<file path="config.mk">
export PLATFORM = sky130hd
export DESIGN_NAME = regfile_sb
export DESIGN_NICKNAME = d
export VERILOG_FILES = /design/src/rtl/regfile_sb.sv
export SDC_FILE = /design/constraint.sdc
export NUM_CORES = 1
export LEC_CHECK = 0
export BUFFER_PORTS_ARGS = -buffer_cell sky130_fd_sc_hd__buf_2
export CORE_MARGIN = 10
export CORE_UTILIZATION = 50
export CTS_CLUSTER_SIZE = 8
export DETAILED_ROUTE_END_ITERATION = 16
export PLACE_DENSITY = 0.77
export SLEW_MARGIN = 20
export SYNTH_ARGS = -nofsm -noshare
export SYNTH_HDL_FRONTEND = slang
export SYNTH_SLANG_ARGS = --single-unit
</file>
<file path="constraint.sdc">
create_clock -name clk -period 1.3 [get_ports clk]
set_input_delay 0.065 -clock clk [delete_from_list [all_inputs] [get_ports clk]]
set_output_delay 0.065 -clock clk [all_outputs]
set_load 0.01 [all_outputs]
</file>
<file path="src/rtl/regfile_sb.sv">
// picoMIPS register file: two write ports, combinational reads with optional
// bypass, optional hard-wired r0, load scoreboard and a sequenced clear sweep.
module regfile_sb #(
  parameter int unsigned ADDR_WIDTH = 3,
  parameter int unsigned DATA_WIDTH = 8,
  parameter int unsigned ZERO_REG   = 1,
  parameter int unsigned BYPASS     = 1
) (
  input  logic                  clk,
  input  logic                  reset_n,
  input  logic                  we_a,
  input  logic [ADDR_WIDTH-1:0] waddr_a,
  input  logic [DATA_WIDTH-1:0] wdata_a,
  input  logic                  we_b,
  input  logic [ADDR_WIDTH-1:0] waddr_b,
  input  logic [DATA_WIDTH-1:0] wdata_b,
  input  logic                  resv,
  input  logic [ADDR_WIDTH-1:0] resv_addr,
  input  logic [ADDR_WIDTH-1:0] raddr1,
  input  logic [ADDR_WIDTH-1:0] raddr2,
  output logic [DATA_WIDTH-1:0] data1_q,
  output logic [DATA_WIDTH-1:0] data2_q,
  output logic                  busy1,
  output logic                  busy2,
  input  logic                  clr_req,
  output logic                  clr_busy
);

  localparam int unsigned N = 2 ** ADDR_WIDTH;
  localparam logic [ADDR_WIDTH-1:0] LAST_IDX = ADDR_WIDTH'(N - 1);
  localparam bit HAS_ZERO = (ZERO_REG != 0);
  localparam bit HAS_BYP  = (BYPASS != 0);

  typedef enum logic {
    IDLE  = 1'b0,
    CLEAR = 1'b1
  } state_e;

  state_e                state_q;
  logic [ADDR_WIDTH-1:0] idx_q;
  logic [DATA_WIDTH-1:0] gpr_q [N];
  logic [N-1:0]          busy_q;
  logic [N-1:0]          busy_d;
  logic                  clearing;
  logic                  wr_a_ok;
  logic                  wr_b_ok;
  logic                  resv_ok;

  assign clearing = (state_q == CLEAR);
  assign wr_a_ok  = we_a && !(HAS_ZERO && (waddr_a == '0));
  assign wr_b_ok  = we_b && !(HAS_ZERO && (waddr_b == '0));
  assign resv_ok  = resv && !(HAS_ZERO && (resv_addr == '0));
  assign clr_busy = clearing;

  // Scoreboard update: a load retires its bit, a same-cycle reservation wins.
  always_comb begin
    busy_d = busy_q;
    if (wr_b_ok) busy_d[waddr_b] = 1'b0;
    if (resv_ok) busy_d[resv_addr] = 1'b1;
  end

  // State, sweep index, register array and scoreboard.
  always_ff @(posedge clk or negedge reset_n) begin
    if (!reset_n) begin
      state_q <= IDLE;
      idx_q   <= '0;
      busy_q  <= '0;
      for (int i = 0; i < N; i++) gpr_q[i] <= '0;
    end else if (clearing) begin
      gpr_q[idx_q] <= '0;
      idx_q        <= idx_q + ADDR_WIDTH'(1);
      if (idx_q == LAST_IDX) state_q <= IDLE;
    end else begin
      if (wr_b_ok) gpr_q[waddr_b] <= wdata_b;
      if (wr_a_ok) gpr_q[waddr_a] <= wdata_a;
      if (clr_req) begin
        state_q <= CLEAR;
        idx_q   <= '0;
        busy_q  <= '0;
      end else begin
        busy_q <= busy_d;
      end
    end
  end

  function automatic logic [DATA_WIDTH-1:0] rd_data(input logic [ADDR_WIDTH-1:0] a);
    logic [DATA_WIDTH-1:0] d;
    d = gpr_q[a];
    if (HAS_BYP && !clearing) begin
      if (we_b && (waddr_b == a)) d = wdata_b;
      if (we_a && (waddr_a == a)) d = wdata_a;
    end
    if (HAS_ZERO && (a == '0)) d = '0;
    return d;
  endfunction

  function automatic logic rd_busy(input logic [ADDR_WIDTH-1:0] a);
    logic b;
    b = busy_q[a];
    if (HAS_BYP && !clearing && we_b && (waddr_b == a)) b = 1'b0;
    if (HAS_ZERO && (a == '0)) b = 1'b0;
    return b;
  endfunction

  // Zero-latency read ports.
  always_comb begin
    data1_q = rd_data(raddr1);
    data2_q = rd_data(raddr2);
    busy1   = rd_busy(raddr1);
    busy2   = rd_busy(raddr2);
  end

endmodule
</file>
==> out/metrics.yaml <==
antenna_cells: 0
clkLatencyLatePin_ns: 0.35
critPathLaunchType: "flip-flop"
holdWs_ns: 0.0270
cp.arrival_ns: 1.89
holdPathStages: 3
worst_pin_slew_ns: 0.443
slew_viol_final: 0
grt-ovfl-total: 0
synth_top_family_by_area: "multiplexers"
synthToLayoutAreaGrowth_pct: 36.1
nFillCells: 785
seq_area_frac_synth_pct: 31.6
fmax_mhz: 510
ctsHtreeMaxLevel: 3
yosys.area_share.adder_pct: 0.421
synth_edf_count: 0
violations: "negative setup slack"
fin_crit_ns: 1.96
yosysTopAreaCell: "dfrtp_1"
antenna_found_initial: 0
fp.dieH_microns: 129
port-buffer-count: 55
path_clk_slew_ns: 0.06
layout_commonest_cell: "buf_4"
final_layout_size_suffix_gt1_share_pct: 40.2
placedCellCount: 858
syn-num-nets: 637
cts_root_buffer: "clkbuf_16"
yosysWarningCount: 0
gp_congestion: 1.01
peakVddDrop_mv: 1.14
most-common-layout-cells: "123 x buf_4, 87 x mux2i_1, 72 x dfrtp_1, 59 x a21oi_1, 58 x nor2_1"
ioPinCount: 56
viasPerCell: 6.80
clk_path_buf_depth: 2
hp-start: "resv_addr[1]"
syn_avg_cell_area_sq_um: 9.94
setup_viol: 71
async_flop_share_pct: 100
drc: 0
start_util_pct: 51.6
die_x_microns: 129
dieArea_sq_um: 16700
first_pass_iters: 5
final.setup_skew_ns: 0.00865
p_per_area_nw_per_um2: 1820
rows: 39
r2r_start: "clr_busy"
fin_tns_setup_ns: -12.94
synth_cells: 598
synth_top_area_share_pct: 31.6
reg2reg_depth: 7
ys_ff_latch: 75
pre_cts_slack_ns: -0.421
grt_max_degree: 33
crit_path_end_kind: "output port"
hold_viol: 0
place_hpwl_microns: 15400
reg2reg_to: "gpr_q[40]"
cp_max_fo: 7
p_leak_nw: 3.90
required_ns: 1.24
relSlewSlack_pct: 70.5
ant_nets: 0
ys_types: 50
totalWireLength_microns: 22400
fin_ws_ns: -0.660
synth_compound_area_share_pct: 19.1
multi_input_area_sq_um: 3980
grtUsageTotal_pct: 27.3
grt_pass1_wl_microns: 34700
num-nets-final: 785
regArea_sq_um: 1880
synth.area.top_cells: "dfrtp_1 32%, mux2i_1 15%, mux4_2 12%"
synth_xor_xnor_area_share_pct: 2.90
outcome: "finished with violations"
post-route-period-util_pct: 151
num_vias: 6059
rsz0062_at_grt: "true"
cts_tree: "done"
worst-setup-path-type: "reg -> out"
worstHoldEndpoint: "busy_q[3]"
hold_path.class: "in -> reg"
cts-buffers-inserted: 9
drt_iter0_markers: 608
coreArea_sq_um: 11500
clock_sinks: 75
reg2reg_setup_slack_ns: -0.09
synth_simple_gate_area_share_pct: 12.8
maxCapViolCount: 0
wl_per_cell_microns: 25.1
yosys-mux-area-fraction_pct: 27.3
synth_flop_cell: "dfrtp_1"
instances_no_fill: 891
grt_pass1_vias: 6223
total_power_mw: 14.8
netlist_area_sq_um: 5940
## metrics by stage
step	cell area (sq um)	utilization, %
6_report	8090	70.3
4_1_cts	7950	69.1
3_5_place_dp	7360	63.9
3_3_place_gp	7360	63.9
5_1_grt	8090	70.3
2_1_floorplan	6080	-
## layout make-up
type | instances | share of cell area (%)
Tap cell | 143 | 2.21
Clock buffer | 13 | 3.09
Sequential cell | 75 | 23.2
Inverter | 5 | 0.356
Multi-Input combinational cell | 447 | 49.2
Timing Repair Buffer | 208 | 21.9
## state kept, by name, indices dropped and copies added, names as in the netlist
| name | count |
|---|---|
| idx_q | 3 |
| gpr_q | 64 |
| busy_q | 7 |
| clr_busy | 1 |
## synth_stat cells (13+ instances only)
master,count
mux2i_1,88
dfrtp_1,75
a21oi_1,60
nor2_1,60
a22o_1,56
mux4_2,32
buf_2,30
nand2_1,27
clkbuf_1,21
nor4_1,16
o21ai_0,15
o22ai_1,14
buf_1,13
nor2b_1,13
## power by group
part	switching [mW]	internal, mW	total [mW]
clock network	0.976	1.32	2.29
registers	0.708	3.15	3.86
logic	4.10	4.50	8.61
## critical path, cell delays in order (launching register included)
cell      delay, ns
dfrtp_1        0.39
nor2b_2        0.14
or4b_4         0.50
o211ai_4       0.21
o22ai_2        0.14
buf_2          0.17
## per-layer routing
layer | vias to the layer above | track usage (%) | wire length (microns)
li1 | 2565 | - | -
met1 | 2962 | 32.5 | 8310
met2 | 421 | 44.2 | 10500
met3 | 111 | 6.44 | 2180
met4 | 0 | 16.7 | 1450
met5 | - | 0 | 0
## worst max path at each step
| stage | startpoint | end | slack (ns) | cells past startpoint |
|---|---|---|---|---|
| global placement | raddr2[1] | data2_q[3] | -0.38 | 6 |
| global route | clr_busy | data1_q[1] | -0.69 | 5 |
| CTS | clr_busy | data1_q[4] | -0.69 | 5 |
| floorplan | clr_busy | data1_q[0] | -0.06 | 4 |
| finish | clr_busy | data1_q[7] | -0.66 | 5 |
| detailed placement | raddr2[1] | data2_q[1] | -0.42 | 6 |
## what timing repair did
action,4_1_cts,5_1_grt
hold buffers,2,0
endpoints found under the setup margin,84,84
pin swaps,18,11
gates cloned,1,0
hold endpoints to repair,29,0
gates resized for setup,43,19
buffers inserted,12,7
## cells by family (layout without fill, tap and decap cells)
kind of cell	count (synthesis)	after routing
compound gates	165	165
xor+xnor	12	12
fa+ha+maj	2	2
buf+inv	76	226
flops	75	75
mux	122	122
simple gates	146	146
No activity file was read; power rests on OpenSTA's default activity.
